**config.mk**
```make
export PLATFORM = sky130hd
export DESIGN_NAME = id_dispatch_buffer_flat
export DESIGN_NICKNAME = d
export VERILOG_FILES = /design/src/rtl/id_dispatch_buffer_if.sv /design/src/rtl/id_dispatch_buffer.sv /design/src/flat_wrapper.sv
export SDC_FILE = /design/constraint.sdc
export NUM_CORES = 1
export LEC_CHECK = 0
export CAP_MARGIN = 10
export CORE_MARGIN = 2
export CORE_UTILIZATION = 30
export CTS_CLUSTER_SIZE = 28
export DETAILED_ROUTE_END_ITERATION = 12
export SLEW_MARGIN = 25
export SYNTH_ARGS = -nofsm -noshare
export SYNTH_HDL_FRONTEND = slang
export SYNTH_SLANG_ARGS = --single-unit
```
**constraint.sdc**
```tcl
create_clock -name clock -period 9.9 [get_ports clock]
set_input_delay 1.485 -clock clock [delete_from_list [all_inputs] [get_ports clock]]
set_output_delay 1.485 -clock clock [all_outputs]
set_load 0.005 [all_outputs]
```
**src/rtl/id_dispatch_buffer_if.sv**
```systemverilog
// Decoder-side and dispatch-side handshake bundle for id_dispatch_buffer.
// The buffer uses the slave view; the producer/consumer side uses master.
interface id_dispatch_buffer_if;
  logic        in_valid;
  logic [31:0] in_inst;
  logic [31:0] in_pc;
  logic [2:0]  in_fu;
  logic        in_ready;
  logic        alu_ready;
  logic        mult_ready;
  logic        lsq_ready;
  logic        br_ready;
  logic        out_valid;
  logic [31:0] out_inst;
  logic [31:0] out_pc;
  logic [2:0]  out_fu;
  logic        out_illegal;
  logic        out_fire;

  modport slave (
    input  in_valid, in_inst, in_pc, in_fu,
    input  alu_ready, mult_ready, lsq_ready, br_ready,
    output in_ready,
    output out_valid, out_inst, out_pc, out_fu, out_illegal, out_fire
  );

  modport master (
    output in_valid, in_inst, in_pc, in_fu,
    output alu_ready, mult_ready, lsq_ready, br_ready,
    input  in_ready,
    input  out_valid, out_inst, out_pc, out_fu, out_illegal, out_fire
  );
endinterface

```
**src/rtl/id_dispatch_buffer.sv**
```systemverilog
// In-order decode-to-dispatch FIFO, steered by FU class, with squash and stall counter.
// Optional DISPATCH_BYPASS_EN: zero-latency pass-through when the buffer is empty.
module id_dispatch_buffer #(
  parameter int DEPTH = 8,
  parameter int CNT_W = 16
) (
  input  logic                     clock,
  input  logic                     reset,
  input  logic                     squash,
  id_dispatch_buffer_if.slave      dif,
  output logic [$clog2(DEPTH):0]   count,
  output logic [CNT_W-1:0]         stall_cycles
);

  // Handshake: an instruction moves in when in_valid && in_ready (in_ready from
  // registered occupancy only), and out when out_valid && class-ready, i.e. out_fire.
  localparam int PTR_W = $clog2(DEPTH);
  localparam logic [PTR_W:0]   FULL_CNT = DEPTH[PTR_W:0];
  localparam logic [PTR_W-1:0] PTR_ONE  = PTR_W'(1);
  localparam logic [PTR_W:0]   CNT_ONE  = (PTR_W+1)'(1);

  logic [PTR_W-1:0] head_q, head_d, tail_q, tail_d;
  logic [PTR_W:0]   count_q, count_d;
  logic [CNT_W-1:0] stall_q, stall_d;
  logic [DEPTH-1:0] vld_q, vld_d;

  logic [31:0]      inst_mem [DEPTH];
  logic [31:0]      pc_mem   [DEPTH];
  logic [2:0]       fu_mem   [DEPTH];
  logic [DEPTH-1:0] ill_mem;

  logic       in_ill;
  logic [2:0] in_fu_n;
  logic       head_valid, head_sel, bypass, enq, deq;

  function automatic logic class_ready(input logic [2:0] fu, input logic alu,
                                       input logic mult, input logic lsq, input logic br);
    case (fu)
      3'b001:  return alu;
      3'b010:  return mult;
      3'b011:  return lsq;
      default: return br;
    endcase
  endfunction

  always_comb begin
    in_ill  = !(dif.in_fu inside {3'b001, 3'b010, 3'b011, 3'b100});
    in_fu_n = in_ill ? 3'b100 : dif.in_fu;
  end

  assign head_valid   = (count_q != '0);
  assign head_sel     = class_ready(fu_mem[head_q], dif.alu_ready, dif.mult_ready,
                                    dif.lsq_ready, dif.br_ready);
  assign dif.in_ready = (count_q != FULL_CNT);

`ifdef DISPATCH_BYPASS_EN
  assign bypass = (count_q == '0) && dif.in_valid && !squash &&
                  class_ready(in_fu_n, dif.alu_ready, dif.mult_ready,
                              dif.lsq_ready, dif.br_ready);
`else
  assign bypass = 1'b0;
`endif

  assign enq = dif.in_valid && dif.in_ready && !squash && !bypass;
  assign deq = head_valid && head_sel && !squash;

  always_comb begin
    dif.out_valid   = 1'b0;
    dif.out_inst    = '0;
    dif.out_pc      = '0;
    dif.out_fu      = '0;
    dif.out_illegal = 1'b0;
    dif.out_fire    = 1'b0;
    if (bypass) begin
      dif.out_valid   = 1'b1;
      dif.out_inst    = dif.in_inst;
      dif.out_pc      = dif.in_pc;
      dif.out_fu      = in_fu_n;
      dif.out_illegal = in_ill;
      dif.out_fire    = 1'b1;
    end else if (head_valid) begin
      dif.out_valid   = 1'b1;
      dif.out_inst    = inst_mem[head_q];
      dif.out_pc      = pc_mem[head_q];
      dif.out_fu      = fu_mem[head_q];
      dif.out_illegal = ill_mem[head_q];
      dif.out_fire    = deq;
    end
  end

  always_comb begin
    head_d  = head_q;
    tail_d  = tail_q;
    count_d = count_q;
    vld_d   = vld_q;
    stall_d = stall_q;
    if (squash) begin
      head_d  = '0;
      tail_d  = '0;
      count_d = '0;
      vld_d   = '0;
    end else begin
      if (enq) begin
        tail_d         = tail_q + PTR_ONE;
        vld_d[tail_q]  = 1'b1;
      end
      if (deq) begin
        head_d         = head_q + PTR_ONE;
        vld_d[head_q]  = 1'b0;
      end
      if (enq && !deq)      count_d = count_q + CNT_ONE;
      else if (deq && !enq) count_d = count_q - CNT_ONE;
    end
    // Saturates rather than wraps so long stalls stay visible.
    if (dif.out_valid && !dif.out_fire && !squash && (stall_q != '1))
      stall_d = stall_q + CNT_W'(1);
  end

  always_ff @(posedge clock or posedge reset) begin
    if (reset) begin
      head_q  <= '0;
      tail_q  <= '0;
      count_q <= '0;
      stall_q <= '0;
      vld_q   <= '0;
    end else begin
      head_q  <= head_d;
      tail_q  <= tail_d;
      count_q <= count_d;
      stall_q <= stall_d;
      vld_q   <= vld_d;
    end
  end

  // Payload storage needs no reset: it is only observed behind count_q != 0.
  always_ff @(posedge clock) begin
    if (enq) begin
      inst_mem[tail_q] <= dif.in_inst;
      pc_mem[tail_q]   <= dif.in_pc;
      fu_mem[tail_q]   <= in_fu_n;
      ill_mem[tail_q]  <= in_ill;
    end
  end

  assign count        = count_q;
  assign stall_cycles = stall_q;

endmodule
```
**src/flat_wrapper.sv**
```systemverilog
// flat-port wrapper written by rule: the top's interface ports become plain ports
module id_dispatch_buffer_flat 
#(
  parameter int DEPTH = 8,
  parameter int CNT_W = 16
)
  (clock, reset, squash, count, stall_cycles, dif_in_valid, dif_in_inst, dif_in_pc, dif_in_fu, dif_alu_ready, dif_mult_ready, dif_lsq_ready, dif_br_ready, dif_in_ready, dif_out_valid, dif_out_inst, dif_out_pc, dif_out_fu, dif_out_illegal, dif_out_fire);
  id_dispatch_buffer_if dif_i ();
  input  logic clock;
  input  logic reset;
  input  logic squash;
  output logic [$clog2(DEPTH):0] count;
  output logic [CNT_W-1:0] stall_cycles;
  input wire logic [$bits(dif_i.in_valid)-1:0] dif_in_valid;
  input wire logic [$bits(dif_i.in_inst)-1:0] dif_in_inst;
  input wire logic [$bits(dif_i.in_pc)-1:0] dif_in_pc;
  input wire logic [$bits(dif_i.in_fu)-1:0] dif_in_fu;
  input wire logic [$bits(dif_i.alu_ready)-1:0] dif_alu_ready;
  input wire logic [$bits(dif_i.mult_ready)-1:0] dif_mult_ready;
  input wire logic [$bits(dif_i.lsq_ready)-1:0] dif_lsq_ready;
  input wire logic [$bits(dif_i.br_ready)-1:0] dif_br_ready;
  output wire logic [$bits(dif_i.in_ready)-1:0] dif_in_ready;
  output wire logic [$bits(dif_i.out_valid)-1:0] dif_out_valid;
  output wire logic [$bits(dif_i.out_inst)-1:0] dif_out_inst;
  output wire logic [$bits(dif_i.out_pc)-1:0] dif_out_pc;
  output wire logic [$bits(dif_i.out_fu)-1:0] dif_out_fu;
  output wire logic [$bits(dif_i.out_illegal)-1:0] dif_out_illegal;
  output wire logic [$bits(dif_i.out_fire)-1:0] dif_out_fire;
  assign dif_i.in_valid = dif_in_valid;
  assign dif_i.in_inst = dif_in_inst;
  assign dif_i.in_pc = dif_in_pc;
  assign dif_i.in_fu = dif_in_fu;
  assign dif_i.alu_ready = dif_alu_ready;
  assign dif_i.mult_ready = dif_mult_ready;
  assign dif_i.lsq_ready = dif_lsq_ready;
  assign dif_i.br_ready = dif_br_ready;
  assign dif_in_ready = dif_i.in_ready;
  assign dif_out_valid = dif_i.out_valid;
  assign dif_out_inst = dif_i.out_inst;
  assign dif_out_pc = dif_i.out_pc;
  assign dif_out_fu = dif_i.out_fu;
  assign dif_out_illegal = dif_i.out_illegal;
  assign dif_out_fire = dif_i.out_fire;
  id_dispatch_buffer #(.DEPTH(DEPTH), .CNT_W(CNT_W)) u_core (.clock(clock), .reset(reset), .squash(squash), .dif(dif_i), .count(count), .stall_cycles(stall_cycles));
endmodule
```
# Word-level counts from Yosys, hierarchy flattened
# Memory sizes are Yosys's and may differ from the RTL's.
# Cells that the tools add are included.
[word_totals]
output_inout_bits = 91
register_bits = 34
elab_cells = 67
in_bits = 75
ramBits = 536
memories = 3
[classes]
add_sub_neg = 5
eq_ne = 9
order_cmp = 3
muxes = 22
reduce_logical = 20
[mem_list]
columns = ["memory", "words", "word_bits", "rd", "rd_ports_with_merged_regs", "wr", "line", "rtl"]
rows = [
  ["u_core.inst_mem", 8, 32, 1, 0, 1, "id_dispatch_buffer.sv:27", "logic [31:0] inst_mem [DEPTH];"],
  ["u_core.pc_mem", 8, 32, 1, 0, 1, "id_dispatch_buffer.sv:28", "logic [31:0] pc_mem [DEPTH];"],
  ["u_core.fu_mem", 8, 3, 1, 0, 1, "id_dispatch_buffer.sv:29", "logic [2:0] fu_mem [DEPTH];"],
]
[ops]
columns = ["cell", "n"]
rows = [
  ["32-bit two-way mux", 2],
  ["3-bit two-way mux", 6],
  ["16-bit by 1-bit adder with 16-bit output (second input constant)", 1],
  ["16-bit != test (second input constant)", 1],
  ["3-bit by 2-bit == test with 1-bit output (second input constant)", 4],
  ["4-bit two-way mux", 3],
  ["1-bit logical AND", 10],
  ["8-bit bitwise mux", 1],
  ["3-bit by 4-bit less-than comparator with 1-bit output (second input constant)", 2],
  ["4-bit nonzero test", 2],
  ["1-bit two-way mux", 7],
  ["3-bit by 1-bit adder with 3-bit output (second input constant)", 2],
  ["3-bit by 1-bit == test with 1-bit output (second input constant)", 2],
  ["1-bit zero test", 5],
  ["4-bit by 1-bit adder with 4-bit output (second input constant)", 1],
  ["4-bit != test (second input constant)", 1],
  ["2-bit nonzero test", 2],
  ["4-bit by 1-bit subtractor with 4-bit output (second input constant)", 1],
  ["1-bit binary-select mux with 3-bit select", 1],
  ["1-bit demux with 3-bit select", 1],
  ["3-bit == test (second input constant)", 1],
  ["3-bit by 1-bit >= comparator with 1-bit output (second input constant)", 1],
  ["1-bit case mux with 3 select lines", 1],
  ["3-bit nonzero test", 1],
]

# Logic depth before layout (Yosys ltp)
# Gate-level depths: netlist of run 1.
# An unclocked memory read counts as a cell.
[logic_depth]
ltp_word = 10
ltp_mapped = 14
ltp_nobuf = 12

# Worst setup path after synthesis of run 1
# Ideal clock, no wire load.
[synth_path]
path_kind = "input to register"
start = "in dif_in_valid"
end = "mem u_core.fu_mem[0][0], enable pin"
required_time_ns = 9.322
n_path_buf = 0
stages = 3
t_arrival_ns = 6.548
setup_slack_ns = 2.775
setup_ns = 0.578
cell_sequence = "nand2_1 > or3_1 > nor3_1"
[synth_via]
elab_chain_len = 4
[synth_rtl]
columns = ["item", "line", "rtl"]
rows = [
  ["start, declared", "flat_wrapper.sv:14", "input wire logic [$bits(dif_i.in_valid)-1:0] dif_in_valid;"],
  ["1-bit logical AND (2 in series)", "id_dispatch_buffer.sv:64", "assign enq = dif.in_valid && dif.in_ready && !squash && !bypass;"],
  ["1-bit two-way mux", "id_dispatch_buffer.sv:137", "if (enq) begin"],
  ["1-bit two-way mux (not written as such)", "id_dispatch_buffer.sv:140", "fu_mem[tail_q] <= in_fu_n;"],
  ["end, declared", "id_dispatch_buffer.sv:29", ""],
]
# Every way passes these cells.

# Worst setup path after layout of run 1
[layout_path]
start = "reg u_core.head_q[0]"
end = "out dif_out_pc[3]"
[layout_via]
elab_chain_len = 2
[layout_rtl]
columns = ["item", "line", "rtl"]
rows = [
  ["start, declared", "id_dispatch_buffer.sv:22", "logic [PTR_W-1:0] head_q, head_d, tail_q, tail_d;"],
  ["start signal, assigned", "id_dispatch_buffer.sv:121", "head_q <= '0;"],
  ["start signal, assigned", "id_dispatch_buffer.sv:127", "head_q <= head_d;"],
  ["memory read 8 x 32 bit", "-", ""],
  ["32-bit two-way mux", "id_dispatch_buffer.sv:81", "end else if (head_valid) begin"],
  ["end, declared", "flat_wrapper.sv:25", "output wire logic [$bits(dif_i.out_pc)-1:0] dif_out_pc;"],
]
# Every way passes these cells.

==> metrics.cfg, run 1 <==
[grt]
grt_overflow=0
antenna_found_initial=2
grt_pass1_vias=11300
grt_pass1_wl_mm=71.7
groute.usage.overall_pct=12.7
grt_max_degree=64

[route]
vias_per_cell=4.72
wirelength_mm=48.1
drc=0
vias=10500
wire_per_inst_um=21.5
drt_iter0_markers=706
dr.pass1.iters=5
ant_nets=0

[run]
cap_violations=0

[setup_path]
reg2reg_depth=12
r2r_end=u_core.count[3]
critPathTopFamily=buffers and inverters
cpMostUsedCell=buf_4
path_buf_inv=3
cp_max_fo=37
worstPathRequired_ns=8.42
critPathMaxStageDelay_ns=0.82
worstPathArrival_ns=4.16
cpMaxStageDelayCell=dfrtp_4
path_cells=buf_4, buf_4, mux4_2, mux2i_1, nor2_1, clkdlybuf4s50_1
worstSetupStartpointType=register
path_depth=6
regToRegSetupSlack_ns=5.43
r2r-start=u_core.head_q[1]
crit_path_end=dif_out_pc[3]
worst-setup-path-type=reg2out
crit_path_end_kind=output port
crit_start=u_core.head_q[0]

[timing]
finalCritPeriodShare_pct=57.0
finalCriticalPeriod_ns=5.64
finClkSkew_ns=0.0216
slew-limit-headroom_pct=31.3
rsz0062_at_grt=false
tightestPinTransition_ns=1.03
slew_viol_final=0
fin_setup_tns_ns=0
setup_viol=0
max_freq_mhz=177
hold_viol_final=0

[die]
initial_core_util_pct=30.3
rows=99
core_area_sq_mm=0.0730
die_area_sq_mm=0.0758
io_pins=166
die_x_um=275
die_h_um=275

[power_and_ir_drop]
peakVddDrop_v=0.000157
power_frac_seq_pct=42.6
power.internal_mw=4.91
total_power_mw=6.62
combPwrFrac_pct=23.2
switching_share_pct=25.8
power_switching_mw=1.71
p_leak_nw=8.29
power.density_mw_per_mm2=245
pwr-share-clk_pct=34.3

[yosys]
synthCells=1024
synthArstFlopShare_pct=4.56
ys_seq_elements=570
yosys_most_used_dff=edfxtp_1
synth_area_sq_mm=0.0221
synth_fp_nets=1105
yosysWarnings=0
synth_cell_type_count=41
avgSynthCellArea_sq_um=21.6
synth-edff-count=544
ys_seq_area_share_pct=76.9

[clock_network]
htree_levels=2
cts_hold_buf=0
cts_made_buffers=61
cts_buffer_depth=3
cts_resized=0
cts.sinks=570
tritoncts=yes
worstSkewPairLatency_ns=0.62
clk_pin_slew_ns=0.06
cts_setup_buffers=0
cts_root_buf=clkbuf_16

[place]
place_congestion=0.737
place_area_sq_mm=0.0250
detailed_place_hpwl_mm=25.2
port-buffer-count=165
dp.cells=2122

[cells_and_area]
num_antenna_cells=0
design_area_sq_mm=0.0270
syn_to_final_growth_pct=22.2
final_layout_size_suffix_gt1_share_pct=21.0
nNetsFinal=1307
layout.cells.non_filler=2236

[min_path]
hold_class=reg2reg

[status]
status=completed

-- Yosys cell counts (3+ instances only) --
master      n  area share [%]
ha_1        5            0.28
nand2_1    12            0.20
a21oi_1     4           0.091
nand2b_1    3           0.085
nor3b_1     3            0.10
xnor2_1    15            0.59
xor2_1      6            0.24
nor3_1      9            0.20
mux4_2    134              14
edfxtp_1  544              74
inv_1       6            0.10
nor2_1     83             1.4
mux2i_1    75             3.4
dfrtp_1    26             2.9
clkbuf_1   24            0.41
buf_1      21            0.36
nand4_1     5            0.14
nor4_1      3           0.085
o21ai_0     5            0.11
and2_1      4            0.11
nand3_1    11            0.25
-- state kept, by name (all words and copies together) (netlist names) --
register / cells
u_core.stall_cycles: 16
u_core.ill_mem: 8
u_core.inst_mem: 256
u_core.fu_mem: 24
u_core.pc_mem: 256
u_core.head_q: 3
u_core.count: 4
u_core.tail_q: 3
-- per-layer routing --
layer	wire length, um	global-route usage, %	up-vias
met3	2160	2.25	59
met4	810	3.37	2
li1	-	-	4611
met2	23900	21.6	247
met5	11	0	-
met1	21200	16.8	5626
-- how the worst min path moves through the flow --
stage                                       from                endpoint  slack (ns)  cells past startpoint
after global routing      u_core.stall_cycles[6]  u_core.stall_cycles[6]        0.53                      1
after CTS                 u_core.stall_cycles[6]  u_core.stall_cycles[6]        0.51                      1
after detailed placement  u_core.stall_cycles[5]  u_core.stall_cycles[5]        0.50                      1
final                     u_core.stall_cycles[6]  u_core.stall_cycles[6]        0.51                      1
after floorplan           u_core.stall_cycles[8]  u_core.stall_cycles[8]        0.48                      1
after global placement    u_core.stall_cycles[8]  u_core.stall_cycles[8]        0.47                      1
-- kinds of logic after synthesis --
| family | synth area share [%] |
|---|---|
| DFF | 76.9 |
| muxes | 17.2 |
| and+or+nand+nor | 3.02 |
| buffers and inverters | 1.10 |
| xor gates and xnor gates | 0.833 |
| AOI/OAI and AO/OA | 0.595 |
| adders and majority gates | 0.374 |
-- through the flow --
step / util, % / setup WS (ns) / hold slack [ns]
2_1_floorplan: - / 2.77 / 0.481
3_3_place_gp: 34.2 / 4.75 / 0.475
3_5_place_dp: 34.2 / 4.75 / 0.502
4_1_cts: 37.0 / 4.06 / 0.512
5_1_grt: 37.0 / 3.84 / 0.528
6_report: 37.0 / 4.26 / 0.508
-- placed cells by master, fill, tap and decap left out, drive strengths merged, types with 3 or more instances in the layout --
cell           synthesis  layout
edfxtp               544     544
clkdlybuf4s50          0     165
mux4                 134     134
nor2                  83      83
clkbuf                24      81
mux2i                 75      75
dfrtp                 26      26
buf                   26      24
clkinv                 0      20
xnor2                 15      15
nand2                 12      12
nand3                 11      11
inv                    6      11
nor3                   9       9
bufinv                 0       7
xor2                   6       6
o21ai                  6       6
nand4                  5       5
ha                     5       5
and2                   4       4
a21oi                  4       4
nor4                   4       4
nand2b                 3       3
nor3b                  3       3
-- area by class of cell --
cell class | count | area [sq um]
repair buffers | 189 | 1840
multi-input cells | 398 | 4920
inverters | 6 | 22.5
well taps | 959 | 1200
flip-flops and latches | 570 | 17000
fillers | 6608 | 46000
clock buffers | 81 | 1640
clock inverters | 33 | 373
-- power by group through the flow --
stage | clock (mW) | combinational [mW] | sequential [mW]
after floorplan | 0 | 0.888 | 2.83
after detailed placement | 0 | 1.57 | 2.87
final | 2.27 | 1.53 | 2.82
after CTS | 2.34 | 1.58 | 2.82
after global routing | 2.42 | 1.67 | 2.83
after global placement | 0 | 1.56 | 2.86
Power figures use the tool's default switching activity.
==> run 2, diff against run 1 <==
==> constraint.sdc (replaced) <==
create_clock -name clock -period 5.8 [get_ports clock]
set_input_delay 0.87 -clock clock [delete_from_list [all_inputs] [get_ports clock]]
set_output_delay 0.87 -clock clock [all_outputs]
set_load 0.005 [all_outputs]
==> run 2 against run 1 <==
  * Global-route usage increased by 0.26 points
  * Final cell count increased by 0.13%
  * Sequential share of layout area about the same
  * Count of clock-buffer cells in the layout decreased by 8
  * Clock power increased by 60%
  * Core utilization about the same
  * Combinational power increased by 71%
  * Critical path depth decreased by 1
  * First-iteration DRC count decreased by 11%
  * Hold slack got worse by 0.014 ns
==> metrics.cfg, run 2 (same netlist as run 1, synthesis figures left out) <==
[timing]
rsz0062_at_grt=false  ; unchanged
finalCritPeriodShare_pct=78.9
hold_viol_final=0  ; unchanged
tightestPinTransition_ns=0.984  ; was 1.03 ns
max_freq_mhz=218
slew_viol_final=0  ; unchanged
finalCriticalPeriod_ns=4.58
fin_setup_tns_ns=0  ; unchanged
slew-limit-headroom_pct=34.3  ; was 31.3%
finClkSkew_ns=0.0312  ; was 0.0216 ns
setup_viol=0  ; unchanged

[setup_path]
cp_max_fo=39  ; was 37
crit_path_end_kind=output port  ; unchanged
worstPathRequired_ns=4.93  ; was 8.42 ns
reg2reg_depth=11  ; was 12
regToRegSetupSlack_ns=1.82  ; was 5.43 ns
path_depth=5  ; was 6
r2r-start=u_core.head_q[0]  ; was u_core.head_q[1]
worstSetupStartpointType=register  ; unchanged
critPathMaxStageDelay_ns=0.96  ; was 0.82 ns
crit_path_end=dif_out_fire  ; was dif_out_pc[3]
path_buf_inv=1  ; was 3
r2r_end=u_core.count[3]  ; unchanged
path_cells=mux4_2, mux2_2, a31o_2, nor3_1, clkdlybuf4s50_1  ; was buf_4, buf_4, mux4_2, mux2i_1, nor2_1, clkdlybuf4s50_1
crit_start=u_core.head_q[0]  ; unchanged
cpMaxStageDelayCell=dfrtp_4  ; unchanged
worst-setup-path-type=reg2out  ; unchanged
worstPathArrival_ns=3.71  ; was 4.16 ns
critPathTopFamily=multiplexers  ; was buffers and inverters

[cells_and_area]
largestRegisters=u_core.inst_mem: 256 flops, u_core.pc_mem: 256 flops, u_core.fu_mem: 24 flops  ; unchanged
mostFrequentLayoutCells=544 x edfxtp_1, 165 x clkdlybuf4s50_1, 134 x mux4_2, 77 x nor2_1, 75 x mux2i_1  ; unchanged
num_antenna_cells=0  ; unchanged
final_common_cell=edfxtp_1  ; unchanged
syn_to_final_growth_pct=22.2  ; about the same
fillerInstances=6631  ; was 6,608
nNetsFinal=1312  ; was 1,307
final_layout_size_suffix_gt1_share_pct=21.3  ; was 21.0%

[run]
cap_violations=0  ; unchanged

[die]
die_h_um=275  ; unchanged
die_x_um=275  ; unchanged
die_area_sq_mm=0.0758  ; unchanged
core_area_sq_mm=0.0730  ; unchanged
io_pins=166  ; unchanged
rows=99  ; unchanged
initial_core_util_pct=30.3  ; unchanged

[clock_network]
worstSkewPairLatency_ns=0.63  ; was 0.62 ns
cts_hold_buf=0  ; unchanged
cts_buffer_depth=3  ; unchanged
cts_made_buffers=60  ; was 61
tritoncts=yes  ; unchanged
cts_root_buf=clkbuf_16  ; unchanged
cts_setup_buffers=0  ; unchanged
htree_levels=2  ; unchanged
clk_pin_slew_ns=0.06  ; about the same
cts.sinks=570  ; unchanged
cts_resized=0  ; unchanged

[power_and_ir_drop]
pwr-share-clk_pct=32.8  ; was 34.3%
power.density_mw_per_mm2=411  ; was 245 mW/mm^2
peakVddDrop_v=0.000382  ; was 0.000157 V
combPwrFrac_pct=23.5  ; was 23.2%
power_frac_seq_pct=43.7  ; was 42.6%
power.internal_mw=8.12  ; was 4.91 mW
switching_share_pct=26.7  ; was 25.8%
power_switching_mw=2.97  ; was 1.71 mW
total_power_mw=11.1  ; was 6.62 mW
p_leak_nw=8.26  ; was 8.29 nW

[place]
detailed_place_hpwl_mm=26.4  ; was 25.2 mm
port-buffer-count=165  ; unchanged
place_congestion=0.719  ; was 0.737

[route]
drc=0  ; unchanged
drt_iter0_markers=631  ; was 706
ant_nets=0  ; unchanged
wire_per_inst_um=21.9  ; was 21.5 um
vias=10700  ; was 10,500
wirelength_mm=49.1  ; was 48.1 mm
vias_per_cell=4.76  ; was 4.72
dr.pass1.iters=5  ; unchanged

[grt]
grt_overflow=0  ; unchanged
groute.usage.overall_pct=13.0  ; was 12.7%
grt_pass1_vias=11400  ; was 11,300
grt_max_degree=69  ; was 64
grt_pass1_wl_mm=72.8  ; was 71.7 mm
antenna_found_initial=2  ; unchanged

[status]
status=completed  ; unchanged

[min_path]
hold_class=reg2reg  ; unchanged

-- run 2: cell count changes in the layout (fill, tap and decap cells not counted), moves of 3 or more --
cell        delta
buf_12         +5
bufinv_16      -4
clkbuf_8       -4
clkbuf_1       -3
clkinv_2       +3
clkinvlp_4     +3
-- run 2: metrics by stage --
| step | hold WS (ns) | instance area [sq um] | instances | setup WS, ns | util (%) |
|---|---|---|---|---|---|
| 2_1_floorplan | 0.481 | 22100 | 1024 | 1.11 | - |
| 5_1_grt | 0.513 | 27000 | 2239 | 0.972 | 37.0 |
| 3_3_place_gp | 0.477 | 25100 | 2127 | 1.76 | 34.4 |
| 6_report | 0.494 | 27000 | 2239 | 1.22 | 37.0 |
| 4_1_cts | 0.502 | 27000 | 2238 | 1.10 | 36.9 |
| 3_5_place_dp | 0.494 | 25100 | 2127 | 1.77 | 34.4 |
-- run 2: how the worst min path moves through the flow --
stage	startpoint	to	slack (ns)	cells after the start
after global routing	u_core.stall_cycles[8]	u_core.stall_cycles[8]	0.51	1
after global placement	u_core.stall_cycles[8]	u_core.stall_cycles[8]	0.48	1
after CTS	u_core.stall_cycles[8]	u_core.stall_cycles[8]	0.50	1
after detailed placement	u_core.stall_cycles[5]	u_core.stall_cycles[5]	0.49	1
final	u_core.stall_cycles[5]	u_core.stall_cycles[5]	0.49	1
after floorplan	u_core.stall_cycles[8]	u_core.stall_cycles[8]	0.48	1
-- run 2: area by class of cell --
class,count,area (sq um),share of cell area (%)
Clock buffer,73,1550,5.75
Tap cell,959,1200,4.45
Multi-Input combinational cell,398,4930,18.3
Timing Repair Buffer,195,1960,7.26
Inverter,6,22.5,0.0835
Clock inverter,38,319,1.18
Sequential cell,570,17000,63.0
-- run 2: worst reg2reg max path, cell delays in order, from the launching register on --
cell     delay [ns]
dfrtp_4        0.96
mux4_2         0.63
mux2_2         0.38
nor4b_4        0.27
a31o_2         0.20
o21ai_0        0.17
ha_1           0.32
a21o_1         0.18
a21o_1         0.19
nor4_1         0.27
o21ai_0        0.12
nor3b_1        0.15
-- run 2: power groups by stage --
| stage | Clock (mW) | Sequential, mW | Combinational (mW) |
|---|---|---|---|
| CTS | 3.75 | 4.85 | 2.68 |
| global placement | 0 | 4.93 | 2.65 |
| floorplan | 0 | 4.82 | 1.52 |
| finish | 3.63 | 4.85 | 2.61 |
| global route | 3.91 | 4.88 | 2.85 |
| detailed placement | 0 | 4.94 | 2.67 |
-- run 2: routing by layer --
metal  up-vias  track usage (%)  part of all wire [%]
met5         -                0                 0.061
met4         4             3.31                   2.0
met3        82             2.70                   4.7
met2       229             21.3                    48
met1      5702             17.6                    45
li1       4637                -                     -
==> run 3, diff against run 2 <==
==> constraint.sdc (replaced) <==
create_clock -name clock -period 4.3 [get_ports clock]
set_input_delay 0.645 -clock clock [delete_from_list [all_inputs] [get_ports clock]]
set_output_delay 0.645 -clock clock [all_outputs]
set_load 0.005 [all_outputs]
==> run 3 against run 2 <==
  * Sequential share of layout area fell by 0.32 points
  * Die area did not move
  * Via count fell by 2.0%
  * Clock skew fell by 0.012 ns
  * Core utilization rose by 0.19 points
  * Combinational power rose by 38%
  * Count of clock-buffer cells in the layout fell by 2
  * Critical endpoint unchanged
==> metrics.cfg, run 3 (same netlist as run 1, synthesis figures left out) <==
[status]
status=completed  ; unchanged

[route]
dr.pass1.iters=6  ; was 5
wirelength_mm=47.9  ; was 49.1 mm
drt_iter0_markers=630  ; was 631
ant_nets=0  ; unchanged
vias=10400  ; was 10,700
vias_per_cell=4.66  ; was 4.76
drc=0  ; unchanged
wire_per_inst_um=21.4  ; was 21.9 um

[clock_network]
cts_setup_buffers=0  ; unchanged
cts_made_buffers=59  ; was 60
cts.sinks=570  ; unchanged
cts_root_buf=clkbuf_16  ; unchanged
tritoncts=yes  ; unchanged
worstSkewPairLatency_ns=0.60  ; was 0.63 ns
cts_hold_buf=0  ; unchanged
htree_levels=2  ; unchanged
cts_resized=0  ; unchanged
cts_buffer_depth=3  ; unchanged
clk_pin_slew_ns=0.06  ; about the same

[setup_path]
reg2reg_depth=11  ; unchanged
r2r_end=u_core.count[3]  ; unchanged
worstPathArrival_ns=3.22  ; was 3.71 ns
cp_max_fo=21  ; was 39
crit_path_end_kind=output port  ; unchanged
r2r-start=u_core.head_q[1]  ; was u_core.head_q[0]
regToRegSetupSlack_ns=0.81  ; was 1.82 ns
worstPathRequired_ns=3.65  ; was 4.93 ns
worst-setup-path-type=reg2out  ; unchanged
worstSetupStartpointType=register  ; unchanged

[timing]
hold_viol_final=0  ; unchanged
fin_setup_tns_ns=0  ; unchanged
max_freq_mhz=259
slew_viol_final=0  ; unchanged
finalCriticalPeriod_ns=3.86
finalCritPeriodShare_pct=89.9
whs_ns=0.430  ; was 0.494 ns
rsz0062_at_grt=false  ; unchanged
slew-limit-headroom_pct=38.2  ; was 34.3%
finClkSkew_ns=0.0187  ; was 0.0312 ns
tightestPinTransition_ns=0.927  ; was 0.984 ns
setup_viol=0  ; unchanged

[cells_and_area]
largestRegisters=u_core.inst_mem: 256 flops, u_core.pc_mem: 256 flops, u_core.fu_mem: 24 flops  ; unchanged
final_layout_size_suffix_gt1_share_pct=21.3  ; unchanged
syn_to_final_growth_pct=22.8  ; was 22.2%
mostFrequentLayoutCells=544 x edfxtp_1, 165 x clkdlybuf4s50_1, 134 x mux4_2, 77 x nor2_1, 75 x mux2i_1  ; unchanged
nNetsFinal=1311  ; was 1,312
design_area_sq_mm=0.0271  ; was 0.0270 sq mm
final_common_cell=edfxtp_1  ; unchanged

[min_path]
hold_class=in2async  ; was reg2reg

[place]
place_area_sq_mm=0.0253  ; was 0.0251 sq mm
place_congestion=0.737  ; was 0.719
port-buffer-count=165  ; unchanged
detailed_place_hpwl_mm=25.4  ; was 26.4 mm

[die]
core_area_sq_mm=0.0730  ; unchanged
die_area_sq_mm=0.0758  ; unchanged
die_h_um=275  ; unchanged
io_pins=166  ; unchanged
initial_core_util_pct=30.3  ; unchanged
die_x_um=275  ; unchanged
rows=99  ; unchanged

[grt]
groute.usage.overall_pct=12.7  ; was 13.0%
grt_max_degree=69  ; unchanged
grt_pass1_wl_mm=71.3  ; was 72.8 mm
grt_overflow=0  ; unchanged
grt_pass1_vias=11200  ; was 11,400
antenna_found_initial=2  ; unchanged

[power_and_ir_drop]
total_power_mw=14.9  ; was 11.1 mW
power.density_mw_per_mm2=550  ; was 411 mW/mm^2
peakVddDrop_v=0.000701  ; was 0.000382 V
p_leak_nw=8.30  ; was 8.26 nW

[run]
cap_violations=0  ; unchanged

[run 3: through the flow]
stage | cells | setup WS [ns] | util [%]
after global placement | 2128 | 0.834 | 34.6
after floorplan | 1024 | -0.157 | -
final | 2240 | 0.436 | 37.2
after detailed placement | 2128 | 0.813 | 34.6
after global routing | 2240 | 0.302 | 37.2
after CTS | 2239 | 0.384 | 37.2
[run 3: worst max path at each step]
| stage | end | start | slack, ns |
|---|---|---|---|
| 3_3_place_gp | u_core.count[3] | u_core.head_q[1] | 0.83 |
| 3_5_place_dp | u_core.count[3] | u_core.head_q[1] | 0.81 |
| 6_report | dif_out_fire | u_core.head_q[1] | 0.44 |
| 4_1_cts | dif_out_fire | u_core.head_q[1] | 0.38 |
| 2_1_floorplan | u_core.fu_mem[2][0] | dif_in_valid | -0.16 |
| 5_1_grt | dif_out_fire | u_core.head_q[1] | 0.30 |
[run 3: layer usage]
layer / GRT usage, % / routed length (um) / vias to the layer above
met5: 0 / 13 / -
met4: 3.19 / 780 / 2
met3: 2.51 / 2090 / 60
met2: 21.2 / 23800 / 206
met1: 17.0 / 21300 / 5549
li1: - / - / 4629
[run 3: layout make-up]
cell class,instances,area [sq um]
fillers,6576,45800
diodes,1,2.50
well taps,959,1200
clock inverters,40,318
repair buffers,195,2100
inverters,6,22.5
multi-input cells,398,4930
flip-flops and latches,570,17000
clock buffers,71,1540
[run 3: power by group]
part / switching, mW / internal (mW) / total (mW)
Combinational: 1.70 / 1.92 / 3.61
Sequential: 0.148 / 6.30 / 6.45
Clock: 2.06 / 2.79 / 4.85
Total: 3.90 / 11.0 / 14.9
[run 3: worst max-delay path, cell delays in order (launching register included)]
cell             delay [ns]
dfrtp_4                0.63
mux2i_1                0.16
mux4_2                 0.55
mux2i_1                0.18
a31o_2                 0.28
nor3_1                 0.24
clkdlybuf4s50_1        0.56
